==> src/rtl/npu_dma_req_responder.sv <==
// Host-side DMA request responder: in-order queue plus a latency/beat timing FSM.
// Optional DMA_RESP_STALL_EN adds resp_stall to freeze timing and defer completion.
module npu_dma_req_responder #(
  parameter int FIFO_DEPTH = 4,
  parameter int BEAT_BYTES = 32,
  parameter int FIXED_LAT  = 4
) (
  input  logic        clk,
  input  logic        rst,
  input  logic        dma_req_valid,
  input  logic [63:0] dma_req_src,
  input  logic [63:0] dma_req_dst,
  input  logic [31:0] dma_req_bytes,
`ifdef DMA_RESP_STALL_EN
  input  logic        resp_stall,
`endif
  output logic        dma_req_ready,
  output logic        dma_resp_done,
  output logic        busy,
  output logic [31:0] req_count,
  output logic [31:0] done_count,
  output logic [63:0] cur_src,
  output logic [63:0] cur_dst
);

  localparam int AW = $clog2(FIFO_DEPTH);
  localparam int CW = AW + 1;
  localparam int SH = $clog2(BEAT_BYTES);

  typedef enum logic [1:0] {
    IDLE,
    LAT,
    XFER,
    DONE
  } state_e;

  logic [63:0] src_mem [FIFO_DEPTH];
  logic [63:0] dst_mem [FIFO_DEPTH];
  logic [31:0] len_mem [FIFO_DEPTH];

  state_e        state_q, state_d;
  logic [AW-1:0] wr_ptr_q, rd_ptr_q;
  logic [CW-1:0] count_q, count_d;
  logic [31:0]   lat_q, lat_d;
  logic [32:0]   beats_q, beats_d;
  logic [63:0]   cur_src_q, cur_src_d;
  logic [63:0]   cur_dst_q, cur_dst_d;
  logic [31:0]   req_cnt_q, done_cnt_q, done_cnt_d;

  logic        stall;
  logic        push, pop, done;
  logic [32:0] beat_sum, beats_new;

`ifdef DMA_RESP_STALL_EN
  assign stall = resp_stall;
`else
  assign stall = 1'b0;
`endif

  assign dma_req_ready = !rst && (count_q != CW'(FIFO_DEPTH));
  assign push = dma_req_valid && dma_req_ready;
  assign pop  = (state_q == IDLE) && (count_q != '0);

  // 33-bit sum so a 0xFFFF_FFFF length rounds up without wrapping
  assign beat_sum  = {1'b0, len_mem[rd_ptr_q]} + 33'(BEAT_BYTES - 1);
  assign beats_new = beat_sum >> SH;

  always_comb begin
    count_d = count_q;
    unique case ({push, pop})
      2'b10:   count_d = count_q + CW'(1);
      2'b01:   count_d = count_q - CW'(1);
      default: count_d = count_q;
    endcase
  end

  always_comb begin
    state_d    = state_q;
    lat_d      = lat_q;
    beats_d    = beats_q;
    cur_src_d  = cur_src_q;
    cur_dst_d  = cur_dst_q;
    done_cnt_d = done_cnt_q;
    done       = 1'b0;
    unique case (state_q)
      IDLE: begin
        if (pop) begin
          cur_src_d = src_mem[rd_ptr_q];
          cur_dst_d = dst_mem[rd_ptr_q];
          beats_d   = beats_new;
          lat_d     = 32'(FIXED_LAT);
          if (FIXED_LAT > 0)
            state_d = LAT;
          else if (beats_new != '0)
            state_d = XFER;
          else
            state_d = DONE;
        end
      end
      LAT: begin
        if (!stall) begin
          lat_d = lat_q - 32'd1;
          if (lat_q == 32'd1)
            state_d = (beats_q != '0) ? XFER : DONE;
        end
      end
      XFER: begin
        if (!stall) begin
          beats_d = beats_q - 33'd1;
          if (beats_q == 33'd1)
            state_d = DONE;
        end
      end
      DONE: begin
        if (!stall) begin
          done       = !rst;
          done_cnt_d = done_cnt_q + 32'd1;
          state_d    = IDLE;
        end
      end
      default: state_d = IDLE;
    endcase
  end

  always_ff @(posedge clk) begin
    if (push) begin
      src_mem[wr_ptr_q] <= dma_req_src;
      dst_mem[wr_ptr_q] <= dma_req_dst;
      len_mem[wr_ptr_q] <= dma_req_bytes;
    end
  end

  always_ff @(posedge clk) begin
    if (rst) begin
      state_q    <= IDLE;
      wr_ptr_q   <= '0;
      rd_ptr_q   <= '0;
      count_q    <= '0;
      lat_q      <= '0;
      beats_q    <= '0;
      cur_src_q  <= '0;
      cur_dst_q  <= '0;
      req_cnt_q  <= '0;
      done_cnt_q <= '0;
    end else begin
      state_q    <= state_d;
      count_q    <= count_d;
      lat_q      <= lat_d;
      beats_q    <= beats_d;
      cur_src_q  <= cur_src_d;
      cur_dst_q  <= cur_dst_d;
      done_cnt_q <= done_cnt_d;
      if (push) begin
        wr_ptr_q  <= wr_ptr_q + AW'(1);
        req_cnt_q <= req_cnt_q + 32'd1;
      end
      if (pop)
        rd_ptr_q <= rd_ptr_q + AW'(1);
    end
  end

  assign dma_resp_done = done;
  assign busy          = (state_q != IDLE) || (count_q != '0);
  assign req_count     = req_cnt_q;
  assign done_count    = done_cnt_q;
  assign cur_src       = cur_src_q;
  assign cur_dst       = cur_dst_q;

endmodule
==> config.mk <==
export PLATFORM = sky130hd
export DESIGN_NAME = npu_dma_req_responder
export DESIGN_NICKNAME = d
export VERILOG_FILES = /design/src/rtl/npu_dma_req_responder.sv
export SDC_FILE = /design/constraint.sdc
export NUM_CORES = 1
export LEC_CHECK = 0
export CAP_MARGIN = 20
export CELL_PAD_IN_SITES_DETAIL_PLACEMENT = 1
export CELL_PAD_IN_SITES_GLOBAL_PLACEMENT = 1
export CORE_AREA = 3 3 271 273
export CTS_BUF_LIST = sky130_fd_sc_hd__clkbuf_4
export CTS_CLUSTER_SIZE = 30
export DETAILED_ROUTE_END_ITERATION = 7
export DIE_AREA = 0 0 274 276
export PLACE_DENSITY = 0.91
export SKIP_CTS_REPAIR_TIMING = 1
export SYNTH_ARGS = -nofsm -noshare
export SYNTH_HDL_FRONTEND = slang
export SYNTH_SLANG_ARGS = --single-unit
==> constraint.sdc <==
create_clock -name clk -period 8.6 [get_ports clk]
set_input_delay 1.29 -clock clk [delete_from_list [all_inputs] [get_ports clk]]
set_output_delay 1.29 -clock clk [all_outputs]
set_load 0.01 [all_outputs]
==> flow_metrics.tcl, run 1 <==
set metrics [dict create \
    maxSlewHeadroom_pct 23.8 \
    syn_nets 2499 \
    hold_violations 0 \
    max_stage_delay_ns 0.66 \
    postRouteAntennaNets 0 \
    via_per_inst 5.92 \
    synth.top_cell.area_share_pct 55.3 \
    power_density_nw_per_um2 326 \
    r2r_setup_slack_ns 4.97 \
    synth-seq-cells 908 \
    worstMarginPinSlew_ns 1.14 \
    maxCapViolCount 0 \
    min_from "cur_src[46]" \
    design_area_um2 42400 \
    cts_buffer_depth 3 \
    hpwl_mm 60.4 \
    ys_seq_area_share_pct 70.7 \
    chipWidth_um 274 \
    syn_inst 2320 \
    avgSynthCellArea_um2 15.0 \
    die_h_um 276 \
    hold_class "reg2reg" \
    first_iter_violations 2198 \
    synth_commonest_cells "edfxtp_1 (640), nand2_1 (311), dfxtp_1 (268)" \
    grt_antenna_before_repair 24 \
    grt_use_total_pct 28.3 \
    synth.most_common_cell "edfxtp_1" \
    clkTransAtPathRegs_ns 0.07 \
    clk_latency_ns 1.05 \
    drive_gt1_share_pct 19.5 \
    h-tree-depth 4 \
    drc_errors 0 \
    r2r_start "state_q[0]" \
    dr.pass1.iters 6 \
    clock_sinks 908 \
    synth_top_flop_cell "edfxtp_1" \
    max_freq_ghz 0.210 \
    r2r_end "cur_src[54]" \
    dpl-instance-area_um2 39300 \
    fin_nets 2987 \
    crit_chain "inv_1 -> ha_1 -> nor4b_4 -> inv_1 -> clkdlybuf4s50_1" \
    async_flop_share_pct 0 \
    arrival_ns 3.48 \
    hold_end "cur_src[46]" \
    critPathMaxFanout 13 \
    final.min_clock_period_ns 4.77 \
    vias 23500 \
    rows 98 \
    cp_common_cell "inv_1" \
    finClkSkew_ns 0.0786 \
    tns_ns 0 \
    slowest_stage "nor4b_4" \
    areaGrowthSynthToFinish_pct 22.0 \
    io-pin-count 358 \
    yosys.area.top_type "edfxtp_1" \
    cts_tree "done" \
    fin_util_pct 59.4 \
    yosysWarnings 0 \
    core_um2 71400 \
    initial_core_util_pct 48.7 \
    portBuffers 357 \
    grt_pass1_wl_mm 162 \
    drv_slew 0 \
    synth.cell_area_um2 34800 \
    wl_per_cell_um 27.5 \
    route.final.wire_length_mm 109 \
    grt_pass1_vias 25600 \
    cp-end-kind "output port" \
    ir_worst_vdd_v 0.000244 \
    root_buffer "clkbuf_4" \
    die_area_um2 75600 \
    gp_congestion 0.810 \
    crit_type "reg2out" \
    rsz0062_at_grt "false" \
    whs_ns 0.465 \
    synth_enable_flop_cells 640 \
    synth.distinct_cells 73 \
    cts_buffers 227 \
    yosys-top-cells-area "edfxtp_1 (55%), dfxtp_1 (15%), mux4_2 (10%), nand2_1 (3.4%), a21oi_1 (2.4%)" \
    r2r_cells 8 \
    power_mw 13.8 \
    crit_path_start_kind "flip-flop" \
    min_period_over_period_pct 55.4 \
    multi_input_area_um2 9610 \
    setup-violations-final 0 \
    fill_cells 6860 \
    required_ns 7.31 \
    status "finished clean" \
    overflow 0 \
    p_leak_nw 14.1 \
    grt_start_max_net_pins 98 \
    register_area_um2 24600 \
    holdPathStages 2 \
]
==> worst max-delay path by stage <==
stage / from / endpoint / slack [ns] / cells after the start
3_3_place_gp: rst / dma_resp_done / 4.03 / 4
4_1_cts: state_q[0] / busy / 3.70 / 5
3_5_place_dp: rst / dma_req_ready / 3.95 / 4
2_1_floorplan: rst / dst_mem[0][0] / 2.25 / 4
6_report: state_q[0] / busy / 3.83 / 5
5_1_grt: state_q[0] / busy / 3.54 / 5
==> kinds of logic (layout without fill, tap and decap cells) <==
group	Yosys count	count (layout)	share of synthesized area, %
DFF	908	908	70.7
other	0	16	0
buffers and inverters	151	835	1.74
xor gates and xnor gates	101	101	2.54
muxes	163	163	10.2
adders and majority gates	16	16	0.597
AOI/OAI and AO/OA	265	265	4.42
and+or+nand+nor	716	716	9.77
==> registers in the layout, indices dropped and copies added (netlist names), 33 cells and up, named ones only <==
register / cells
cur_src: 64
len_mem: 128
src_mem: 256
dst_mem: 256
beats_q: 33
cur_dst: 64
==> area by class of cell <==
cell class	count	share of cell area, %
Antenna cell	16	0.0944
Clock buffer	350	6.19
Clock inverter	75	0.997
Inverter	24	0.218
Multi-Input combinational cell	1261	22.7
Sequential cell	908	58.0
Tap cell	950	2.80
Timing Repair Buffer	386	9.07
==> layout by cell type (no fill, tap or decap), types with 5 or more instances in the layout <==
cell	instances
mux4_2	154
inv_1	23
nor2_1	142
xnor2_1	39
clkinv_1	52
mux2i_1	6
nor4_1	23
nand3_1	50
nand4_1	29
ha_1	15
or4_1	12
a21oi_1	165
o21ai_1	10
clkbuf_4	350
nor4b_1	5
o21ai_0	24
clkinv_2	7
buf_4	25
dfxtp_1	265
diode_2	16
xor2_1	62
nor3_1	52
inv_8	5
and2_1	6
a22oi_1	7
edfxtp_1	640
a31oi_1	10
and3_1	27
clkdlybuf4s50_1	356
and4_1	18
or3_1	12
nand2_1	311
==> power breakdown <==
part / total [mW] / switching [mW] / internal [mW]
logic: 4.23 / 2.56 / 1.67
registers: 5.72 / 0.483 / 5.23
clock network: 3.90 / 1.99 / 1.91
total: 13.8 / 5.04 / 8.81
==> critical path, delay by kind of cell (launching register included) <==
family                     cells  cell delay [ns]
adders and majority gates      1             0.47
buffers and inverters          3             0.95
DFF                            1             0.35
and+or+nand+nor                1             0.66
==> layer usage <==
metal	GRT usage [%]	wire (um)	vias to the layer above
li1	-	-	9912
met1	33.6	39800	12000
met2	48.5	56600	1326
met3	7.00	8690	251
met4	12.7	4170	10
met5	0	68	-
==> through the flow <==
stage               std cells  setup slack, ns
floorplan                2320             2.25
global placement         3524             4.03
detailed placement       3525             3.95
CTS                      3950             3.70
global route             3967             3.54
finish                   3970             3.83
No activity file was read; power rests on OpenSTA's default activity.
==> run 2, diff against run 1 <==
--- a/config.mk
+++ b/config.mk
@@ -8,12 +8,12 @@
 export CAP_MARGIN = 20
 export CELL_PAD_IN_SITES_DETAIL_PLACEMENT = 1
 export CELL_PAD_IN_SITES_GLOBAL_PLACEMENT = 1
-export CORE_AREA = 3 3 271 273
+export CORE_AREA = 3 3 286 288
 export CTS_BUF_LIST = sky130_fd_sc_hd__clkbuf_4
 export CTS_CLUSTER_SIZE = 30
 export DETAILED_ROUTE_END_ITERATION = 7
-export DIE_AREA = 0 0 274 276
-export PLACE_DENSITY = 0.91
+export DIE_AREA = 0 0 289 291
+export PLACE_DENSITY = 0.87
 export SKIP_CTS_REPAIR_TIMING = 1
 export SYNTH_ARGS = -nofsm -noshare
 export SYNTH_HDL_FRONTEND = slang
==> constraint.sdc (replaced) <==
create_clock -name clk -period 4.2 [get_ports clk]
set_input_delay 0.63 -clock clk [delete_from_list [all_inputs] [get_ports clk]]
set_output_delay 0.63 -clock clk [all_outputs]
set_load 0.01 [all_outputs]
==> run 2 against run 1 <==
- via count fell by 4.9%
- flip-flop and latch count did not move
- non-clock buffer count rose by 10
- largest power group unchanged
- largest cell class unchanged
- global-route usage fell by 4.8 points
- sequential power rose by 100%
- critical path depth did not move
==> flow_metrics.tcl, run 2 (same netlist as run 1, synthesis figures left out) <==
set metrics [dict create \
    dpl.cell_count 3636 \
    clkTransAtPathRegs_ns 0.08 \
    chipWidth_um 289 \
    rsz0062_at_grt "false" \
    arrival_ns 3.09 \
    root_buffer "clkbuf_4" \
    p_switching_mw 9.78 \
    seqPwrFrac_pct 41.8 \
    dr.pass1.iters 5 \
    cts_tree "done" \
    vias 22400 \
    swShare_pct 35.1 \
    required_ns 3.57 \
    first_iter_violations 1593 \
    ir_worst_vdd_v 0.000786 \
    slowest_stage "clkdlybuf4s50_1" \
    r2r_end "beats_q[17]" \
    areaGrowthSynthToFinish_pct 23.2 \
    portBuffers 357 \
    drv_slew 0 \
    gp_congestion 0.778 \
    p_leak_nw 14.2 \
    critPathMaxFanout 13 \
    max_freq_ghz 0.269 \
    tns_ns 0 \
    endpoint "busy" \
    fill_cells 7717 \
    pre_cts_ws_ns 0.944 \
    intPower_mw 18.1 \
    cp-end-kind "output port" \
    maxSlewHeadroom_pct 31.1 \
    dpl-instance-area_um2 39700 \
    status "finished clean" \
    r2r_setup_slack_ns 0.94 \
    grt_pass1_wl_mm 150 \
    route.final.wire_length_mm 98.4 \
    cts_buffers 226 \
    r2r_cells 6 \
    whs_ns 0.173 \
    worstMarginPinSlew_ns 1.03 \
    via_per_inst 5.48 \
    h-tree-depth 4 \
    die_area_um2 84100 \
    maxCapViolCount 0 \
    cts_buffer_depth 3 \
    final.min_clock_period_ns 3.72 \
    clock_sinks 908 \
    crit_type "reg2out" \
    rows 103 \
    min_period_over_period_pct 88.6 \
    layout.cells.non_filler 4083 \
    crit_chain "inv_1 -> ha_1 -> nor4b_4 -> inv_1 -> clkdlybuf4s50_1" \
    grt_start_max_net_pins 175 \
    setup-violations-final 0 \
    fin_util_pct 54.1 \
    finClkSkew_ns 0.148 \
    fin_nets 2996 \
    grt_pass1_vias 24700 \
    hold_class "in2reg" \
    reg_top3 "dst_mem (256), src_mem (256), len_mem (128)" \
    hpwl_mm 59.7 \
    final_common_cell "edfxtp_1" \
    grt_antenna_before_repair 23 \
    design_area_um2 42800 \
    grt_use_total_pct 23.4 \
    combPwrFrac_pct 30.2 \
    max_stage_delay_ns 0.54 \
    cp_common_cell "inv_1" \
    finalWorstSetupSlack_ns 0.480 \
    postRouteAntennaNets 0 \
    mostFrequentLayoutCells "edfxtp_1 (640), clkdlybuf4s50_1 (356), clkbuf_4 (350), nand2_1 (311), dfxtp_1 (265)" \
    crit_path_start_kind "flip-flop" \
    clkPwrFrac_pct 28.0 \
    drive_gt1_share_pct 19.8 \
    clk_latency_ns 1.10 \
    die_h_um 291 \
    initial_core_util_pct 44.0 \
    hold_violations 0 \
    power_density_nw_per_um2 651 \
    cp-startpoint "state_q[0]" \
    power_mw 27.9 \
    wl_per_cell_um 24.1 \
    overflow 0 \
    drc_errors 0 \
    io-pin-count 358 \
    core_um2 79100 \
]
## run 2: changes by cell type in the layout (fill, tap and decap cells not counted), sizes merged
cell | previous run | this run
clkinv | 62 | 63
buf | 29 | 38
dlygate4sd3 | 0 | 1
diode | 16 | 18
clkinvlp | 3 | 1
inv | 33 | 35
## run 2: worst min path at each step
stage,cells past startpoint,endpoint,start,slack [ns]
final,1,dst_mem[0][54],dma_req_dst[54],0.17
after global routing,1,dst_mem[0][54],dma_req_dst[54],0.07
after CTS,2,req_count[0],rst,-0.30
after detailed placement,2,cur_src[14],cur_src[14],0.45
after global placement,2,cur_dst[62],cur_dst[62],0.44
after floorplan,2,lat_q[11],lat_q[11],0.44
## run 2: power by group through the flow
stage	Sequential, mW	Combinational, mW	Clock, mW
after floorplan	11.6	5.01	0
after global placement	11.7	7.86	0
after detailed placement	11.8	8.28	0
after CTS	11.7	8.42	8.06
after global routing	11.8	9.13	8.56
final	11.7	8.42	7.82
## run 2: layout make-up
| cell class | count | area (um2) | area share [%] |
|---|---|---|---|
| multi-input combinational | 1261 | 9610 | 22.4 |
| timing repair buffer | 396 | 4090 | 9.54 |
| tap | 1050 | 1310 | 3.07 |
| antenna | 18 | 45.0 | 0.105 |
| clock buffer | 350 | 2630 | 6.13 |
| inverter | 24 | 92.6 | 0.216 |
| sequential | 908 | 24600 | 57.4 |
| clock inverter | 76 | 472 | 1.10 |
## run 2: layer usage
layer	vias to the layer above	share of wire, %	wire [um]	track usage, %
met5	-	0.043	42	0
met4	8	2.7	2660	8.48
met3	209	7.9	7770	7.21
met2	901	53	51700	40.8
met1	11300	37	36300	27.2
li1	9946	-	-	-
## run 2: critical path, delay by kind of cell, from the launching register on
family                     cells  cell delay (ns)
buffers and inverters          3             0.84
adders and majority gates      1             0.49
and+or+nand+nor                1             0.39
DFF                            1             0.34
==> run 3, diff against run 2 <==
--- a/config.mk
+++ b/config.mk
@@ -13,6 +13,7 @@
 export CTS_CLUSTER_SIZE = 30
 export DETAILED_ROUTE_END_ITERATION = 7
 export DIE_AREA = 0 0 289 291
+export HOLD_SLACK_MARGIN = 0.08
 export PLACE_DENSITY = 0.87
 export SKIP_CTS_REPAIR_TIMING = 1
 export SYNTH_ARGS = -nofsm -noshare
==> run 3 against run 2 <==
- clock skew grew 0.00070 ns
- sequential share of layout area is essentially flat
- non-clock buffer count grew 2
- flip-flop and latch count is the same
- critical endpoint unchanged
- largest power group unchanged
==> flow_metrics.tcl, run 3 (same netlist as run 1, synthesis figures left out) <==
set metrics [dict create \
    status "finished clean" \
    clock_sinks 908 \
    die_h_um 291 \
    final_common_cell "edfxtp_1" \
    critPathTopFamily "buffers and inverters" \
    highest_layer "met5" \
    wl_met2_mm 51.6 \
    via_per_inst 5.49 \
    core_um2 79100 \
    wl_per_cell_um 24.1 \
    cts_buffer_depth 3 \
    setup-violations-final 0 \
    overflow 0 \
    maxCapViolCount 0 \
    dr.pass1.iters 5 \
    grt_pass1_wl_mm 150 \
    worstMarginPinSlew_ns 1.04 \
    crit_chain "inv_1 -> ha_1 -> nor4b_4 -> inv_1 -> clkdlybuf4s50_1" \
    postRouteAntennaNets 0 \
    fill_cells 7714 \
    power_density_nw_per_um2 651 \
    clk_latency_ns 1.09 \
    cts_tree "done" \
    max_stage_delay_ns 0.55 \
    hold_violations 0 \
    path_buf_inv 3 \
    slowest_stage "clkdlybuf4s50_1" \
    required_ns 3.57 \
    first_iter_violations 1592 \
    die_area_um2 84100 \
    cp-end-kind "output port" \
    arrival_ns 3.09 \
    drv_slew 0 \
    reg_top3 "dst_mem (256), src_mem (256), len_mem (128)" \
    cts_buffers 226 \
    chipWidth_um 289 \
    h-tree-depth 4 \
    areaGrowthSynthToFinish_pct 23.2 \
    finClkSkew_ns 0.148 \
    p_leak_nw 14.2 \
    grt_use_total_pct 23.4 \
    hpwl_mm 59.7 \
    grt_antenna_before_repair 23 \
    drt-met1-wl_mm 36.5 \
    root_buffer "clkbuf_4" \
    vias 22400 \
    route.final.wire_length_mm 98.6 \
    min_period_over_period_pct 88.7 \
    crit_type "reg2out" \
    rows 103 \
    gp_congestion 0.778 \
    initial_core_util_pct 44.0 \
    fin_nets 2998 \
    fin_util_pct 54.2 \
    crit_path_start_kind "flip-flop" \
    wl_met3_mm 7.82 \
    drive_gt1_share_pct 19.8 \
    rsz0062_at_grt "false" \
    cp_common_cell "inv_1" \
    grt_pass1_vias 24700 \
    critPathMaxFanout 13 \
    final.min_clock_period_ns 3.72 \
    grt_start_max_net_pins 175 \
    ir_worst_vdd_v 0.000786 \
    max_freq_ghz 0.269 \
    hold_class "in2reg" \
    clkTransAtPathRegs_ns 0.08 \
    io-pin-count 358 \
    tns_ns 0 \
    drc_errors 0 \
    mostFrequentLayoutCells "edfxtp_1 (640), clkdlybuf4s50_1 (356), clkbuf_4 (350), nand2_1 (311), dfxtp_1 (265)" \
    maxSlewHeadroom_pct 30.2 \
    portBuffers 357 \
]
[run 3: cell count changes in the layout (fill, tap and decap cells not counted), sizes merged]
cell / before / now
dlygate4sd3: 1 / 3
[run 3: through the flow]
step | cells | total power [mW] | hold slack, ns | area, um2 | setup slack (ns)
6_report | 4085 | 27.9 | 0.199 | 42900 | 0.476
5_1_grt | 4077 | 29.5 | 0.0904 | 42800 | 0.182
4_1_cts | 4062 | 28.1 | -0.297 | 42800 | 0.0499
3_5_place_dp | 3636 | 20.1 | 0.448 | 39700 | 0.944
3_3_place_gp | 3635 | 19.5 | 0.441 | 39700 | 1.11
2_1_floorplan | 2320 | 16.6 | 0.444 | 34800 | 0.284
[run 3: cell type report]
type	instances	area [um2]	area share, %
Sequential cell	908	24600	57.4
Multi-Input combinational cell	1261	9610	22.4
Timing Repair Buffer	398	4110	9.58
Clock buffer	350	2630	6.13
Tap cell	1050	1310	3.07
Clock inverter	76	472	1.10
Inverter	24	92.6	0.216
Antenna cell	18	45.0	0.105
[run 3: final timing paths]
path	slack (ns)	cells past startpoint	endpoint	startpoint
hold / removal	0.20	1	src_mem[3][17]	dma_req_src[17]
hold reg to reg	0.45	2	cur_src[14]	cur_src[14]
setup reg to reg	0.90	6	beats_q[17]	flip-flop
setup / recovery	0.48	5	busy	state_q[0]
[run 3: where the power goes]
group	internal (mW)	switching, mW
sequential	10.7	0.945
combinational	3.45	4.97
clock	3.95	3.87
[run 3: worst register-to-register path: stages (launching register included)]
cell,delay (ns)
dfxtp_1,0.86
mux4_2,0.44
nand3_1,0.12
or3b_1,0.57
nor3_2,0.68
a21boi_1,0.21
o311a_1,0.38
[run 3: per-layer routing]
layer  up-vias  track usage, %
met1     11400            27.2
li1       9956               -
met2       868            40.8
met3       207            7.21
met4         8            8.48
met5         -               0
